[src/rtl/pattern_rom_arbiter.sv]
// rtl/pattern_rom_arbiter.sv - two-requester arbiter for the single-port pattern ROM
// Grants whole bursts, alternates owners on ties, pre-empts long holders, tags reads for return.
module pattern_rom_arbiter #(
  parameter int ADDR_W   = 8,
  parameter int DATA_W   = 38,
  parameter int ROM_LAT  = 1,
  parameter int MAX_HOLD = 32
) (
  input  logic              clk,
  input  logic              reset,
  input  logic              r0_req,
  input  logic              r0_oe,
  input  logic [ADDR_W-1:0] r0_addr,
  output logic              r0_gnt,
  output logic              r0_rvalid,
  input  logic              r1_req,
  input  logic              r1_oe,
  input  logic [ADDR_W-1:0] r1_addr,
  output logic              r1_gnt,
  output logic              r1_rvalid,
  output logic [DATA_W-1:0] rd_data,
  output logic              rom_oe,
  output logic [ADDR_W-1:0] rom_addr,
  input  logic [DATA_W-1:0] rom_p_Data,
  output logic              viol
);

  localparam int HOLD_W = (MAX_HOLD > 2) ? $clog2(MAX_HOLD) : 1;

  typedef enum logic [1:0] {IDLE, GNT0, GNT1, HANDOVER} state_t;

  state_t              state;
  logic                last_owner;
  logic [HOLD_W-1:0]   hold_cnt;
  logic [ROM_LAT-1:0]  tag0;
  logic [ROM_LAT-1:0]  tag1;

  logic acc0, acc1;
  logic any_req, pick1;
  logic owner_req, other_req, hold_hit;

  always_comb begin
    acc0      = r0_gnt & r0_oe;
    acc1      = r1_gnt & r1_oe;
    rom_oe    = acc0 | acc1;
    rom_addr  = r0_gnt ? r0_addr : (r1_gnt ? r1_addr : '0);
    rd_data   = rom_p_Data;
    r0_rvalid = tag0[ROM_LAT-1];
    r1_rvalid = tag1[ROM_LAT-1];
  end

  // On a tie the requester that did not own the ROM last wins.
  always_comb begin
    any_req   = r0_req | r1_req;
    pick1     = r1_req & (~r0_req | ~last_owner);
    owner_req = (state == GNT0) ? r0_req : r1_req;
    other_req = (state == GNT0) ? r1_req : r0_req;
    hold_hit  = other_req & (hold_cnt == HOLD_W'(MAX_HOLD - 1));
  end

  always_ff @(posedge clk or negedge reset) begin
    if (!reset) begin
      state      <= IDLE;
      r0_gnt     <= 1'b0;
      r1_gnt     <= 1'b0;
      last_owner <= 1'b1;
      hold_cnt   <= '0;
    end else begin
      case (state)
        IDLE, HANDOVER: begin
          hold_cnt <= '0;
          if (!any_req) begin
            state  <= IDLE;
            r0_gnt <= 1'b0;
            r1_gnt <= 1'b0;
          end else if (pick1) begin
            state  <= GNT1;
            r0_gnt <= 1'b0;
            r1_gnt <= 1'b1;
          end else begin
            state  <= GNT0;
            r0_gnt <= 1'b1;
            r1_gnt <= 1'b0;
          end
        end
        GNT0, GNT1: begin
          // Release or forced revoke both pass through one dead cycle.
          if (!owner_req || hold_hit) begin
            state      <= HANDOVER;
            r0_gnt     <= 1'b0;
            r1_gnt     <= 1'b0;
            last_owner <= (state == GNT1);
            hold_cnt   <= '0;
          end else if (other_req) begin
            hold_cnt <= hold_cnt + HOLD_W'(1);
          end else begin
            hold_cnt <= '0;
          end
        end
        default: begin
          state  <= IDLE;
          r0_gnt <= 1'b0;
          r1_gnt <= 1'b0;
        end
      endcase
    end
  end

  generate
    if (ROM_LAT == 1) begin : g_tag_lat1
      always_ff @(posedge clk or negedge reset) begin
        if (!reset) begin
          tag0 <= '0;
          tag1 <= '0;
        end else begin
          tag0 <= acc0;
          tag1 <= acc1;
        end
      end
    end else begin : g_tag_latn
      always_ff @(posedge clk or negedge reset) begin
        if (!reset) begin
          tag0 <= '0;
          tag1 <= '0;
        end else begin
          tag0 <= {tag0[ROM_LAT-2:0], acc0};
          tag1 <= {tag1[ROM_LAT-2:0], acc1};
        end
      end
    end
  endgenerate

  always_ff @(posedge clk or negedge reset) begin
    if (!reset) begin
      viol <= 1'b0;
    end else begin
      viol <= viol | (r0_oe & ~r0_gnt) | (r1_oe & ~r1_gnt);
    end
  end

endmodule

[config.mk]
export PLATFORM = sky130hd
export DESIGN_NAME = pattern_rom_arbiter
export DESIGN_NICKNAME = d
export VERILOG_FILES = /design/src/rtl/pattern_rom_arbiter.sv
export SDC_FILE = /design/constraint.sdc
export NUM_CORES = 1
export LEC_CHECK = 0
export ABC_AREA = 0
export CORE_MARGIN = 4
export CORE_UTILIZATION = 29
export CTS_CLUSTER_SIZE = 40
export DETAILED_ROUTE_END_ITERATION = 12
export PLACE_DENSITY = 0.95
export SKIP_LAST_GASP = 1
export SLEW_MARGIN = 20
export SYNTH_ARGS = -nofsm -noshare
export SYNTH_HDL_FRONTEND = slang
export SYNTH_SLANG_ARGS = --single-unit
[constraint.sdc]
create_clock -name clk -period 2.4 [get_ports clk]
set_input_delay 0.36 -clock clk [delete_from_list [all_inputs] [get_ports clk]]
set_output_delay 0.36 -clock clk [all_outputs]
set_load 0.03 [all_outputs]
==> reports/metrics.csv <==
metric;value;unit
core_area;3130;um2
die_h;65.6;um
die_x;65.6;um
worstSetupEndpointType;output port;
grt_overflow;0;
clk_latency;0.28;ns
relSlewSlack;60.6;%
p_per_area;986;nW/um2
post_cts_resized;0;
synth_cells;104;
grt_pass1_wl;2.90;mm
rows;20;
grt_antenna_before_repair;0;
cts_buffer_depth;2;
wl;1.86;mm
worst_pin_slew;0.590;ns
synthesis.nets;168;
area_delta_synth_final;16.4;%
hold_viol;0;
seq_area_frac_synth;33.9;%
synth_cell_types;26;
path_clk_slew;0.08;ns
rsz0062_at_grt;false;
placed_area;1090;um2
min_path_type;input pin to async pin;
ys_warn_count;0;
maxClockFrequency;447;MHz
antenna_cells;0;
start_util;30.8;%
wl_per_cell;12.4;um
drt_iter0_markers;26;
cts_tree;done;
irDropWorstVdd;545;uV
post_cts_buffers;0;
cts_buffers;3;
grt_max_degree;14;
detail_route.drc_violations;0;
vias;644;
synth.avg_cell_area;9.26;um2
routed_via_density;4.29;
finalMaxSlewViolations;0;
skew;0.00183;ns
multi_input_area;325;um2
portBuffers;35;
max-cap-violations;0;
dr.pass1.iters;4;
hold_buffers;0;
routabilityCongestion;0.815;
clock_sinks;13;
first_global_vias;654;
h-tree-depth;1;
grt.total_usage;8.80;%
seqCellArea;327;um2
final_antenna_net_count;0;
period_needed;2.24;ns
layout-drive-gt1-share;9.43;%
path_class;flop to output port;
dp_hpwl;1.53;mm
finalCritPeriodShare;93.2;%
cellLeakagePower;0.000498;uW
start_kind;flop;
design_area;1120;um2
nNetsFinal;171;
fillers;317;
critPathRequiredTime;2.04;ns
synthesis.area;963;um2
dieArea;4310;um2
ys_ff_latch;13;
io_pins;112;
tns;0;ns
crit_arrival;1.88;ns
finalSetupViolCount;0;
outcome;completed;
cp_max_fo;7;
cts-root-buf;clkbuf_4;
-- routing by layer --
layer	up-vias	GRT usage [%]	routed length (um)
li1	312	-	-
met5	-	0	0
met3	0	4.44	154
met1	313	10.9	803
met4	0	2.07	0
met2	19	13.5	896
-- critical path: stages (launching register included) --
cell and delay (ns):
dfrtp_1 0.45, inv_1 0.08, nor2_1 0.10, buf_4 0.15, a22o_1 0.13, clkdlybuf4s50_1 0.68
-- report_power, final --
group / total [uW] / internal (uW) / switching (uW)
clock: 140 / 64.5 / 75.7
combinational: 651 / 300 / 351
sequential: 314 / 275 / 38.8
total: 1110 / 640 / 465
-- sequential cells by signal, summed over array words and instances (netlist names) --
name	flops
viol	1
hold_cnt	5
r1_gnt	1
r0_gnt	1
state	2
last_owner	1
r0_rvalid	1
r1_rvalid	1
-- logic make-up after synthesis --
| kind of cell | Yosys count | synth area share (%) |
|---|---|---|
| xor gates and xnor gates | 2 | 1.82 |
| DFF | 13 | 33.9 |
| buffers and inverters | 45 | 32.3 |
| and+or+nand+nor | 21 | 11.0 |
| adders and majority gates | 4 | 5.20 |
| muxes | 2 | 2.73 |
| AOI/OAI and AO/OA | 17 | 13.0 |
-- layout by cell type (no fill, tap or decap), types with 3 or more instances in the layout --
cell type        netlist  final
dfrtp_1               12     12
inv_1                  6      6
clkdlybuf4s50_1        0     35
nand3_1                3      3
a22o_1                 7      7
clkbuf_4               0      3
o21ai_0                4      4
ha_1                   4      4
and2_1                 4      4
nand2_1                5      5
nor2_1                 4      4
-- cell type report --
type                    instances  area share [%]
clock buffers                   4            2.34
inverters                       6            2.01
multi-input cells              46            29.0
flip-flops and latches         13            29.1
well taps                      44            4.91
repair buffers                 37            32.6
-- cells in the mapped netlist --
master     instances  area, um2
and2_4             1       8.76
a31oi_1            1       6.26
a22o_1             7       61.3
or2_2              1       6.26
mux2_1             1       11.3
nor3_1             1       5.00
dfstp_2            1       26.3
nand3_1            3       15.0
nand2_1            5       18.8
o2bb2ai_1          1       8.76
buf_4             38        285
ha_1               4       50.1
a21oi_2            1       8.76
dfrtp_1           12        300
a22oi_1            2       15.0
inv_1              6       22.5
or3_1              1       6.26
xor2_1             1       8.76
clkbuf_1           1       3.75
nor2_1             4       15.0
o21ai_0            4       20.0
xnor2_1            1       8.76
and3_1             1       6.26
a21oi_1            1       5.00
mux2_4             1       15.0
and2_1             4       25.0
-- worst paths after layout --
path                             startpoint     endpoint  slack [ns]  depth (start not counted)
worst max-delay path                 r1_gnt  rom_addr[7]        0.16                          5
min in group clk                       viol         viol        0.48                          2
worst min register to register         viol         viol        0.48                          2
worst min-delay path                  reset     state[0]        0.45                          1
worst max register to register  hold_cnt[0]  hold_cnt[0]        0.74                          5
max in group asynchronous             reset    r1_rvalid        1.57                          1
-- stage by stage --
| step | hold slack [ns] | worst slack, ns | std cells | util, % | total power, uW |
|---|---|---|---|---|---|
| CTS | 0.470 | 0.149 | 150 | 35.8 | 1120 |
| finish | 0.448 | 0.164 | 150 | 35.8 | 1110 |
| global route | 0.487 | 0.0235 | 150 | 35.8 | 1190 |
| global placement | 0.451 | 0.234 | 146 | 35.0 | 961 |
| floorplan | 0.0644 | 0.591 | 104 | - | 830 |
| detailed placement | 0.461 | 0.226 | 146 | 35.0 | 978 |
(Power assumes the default switching activity.)
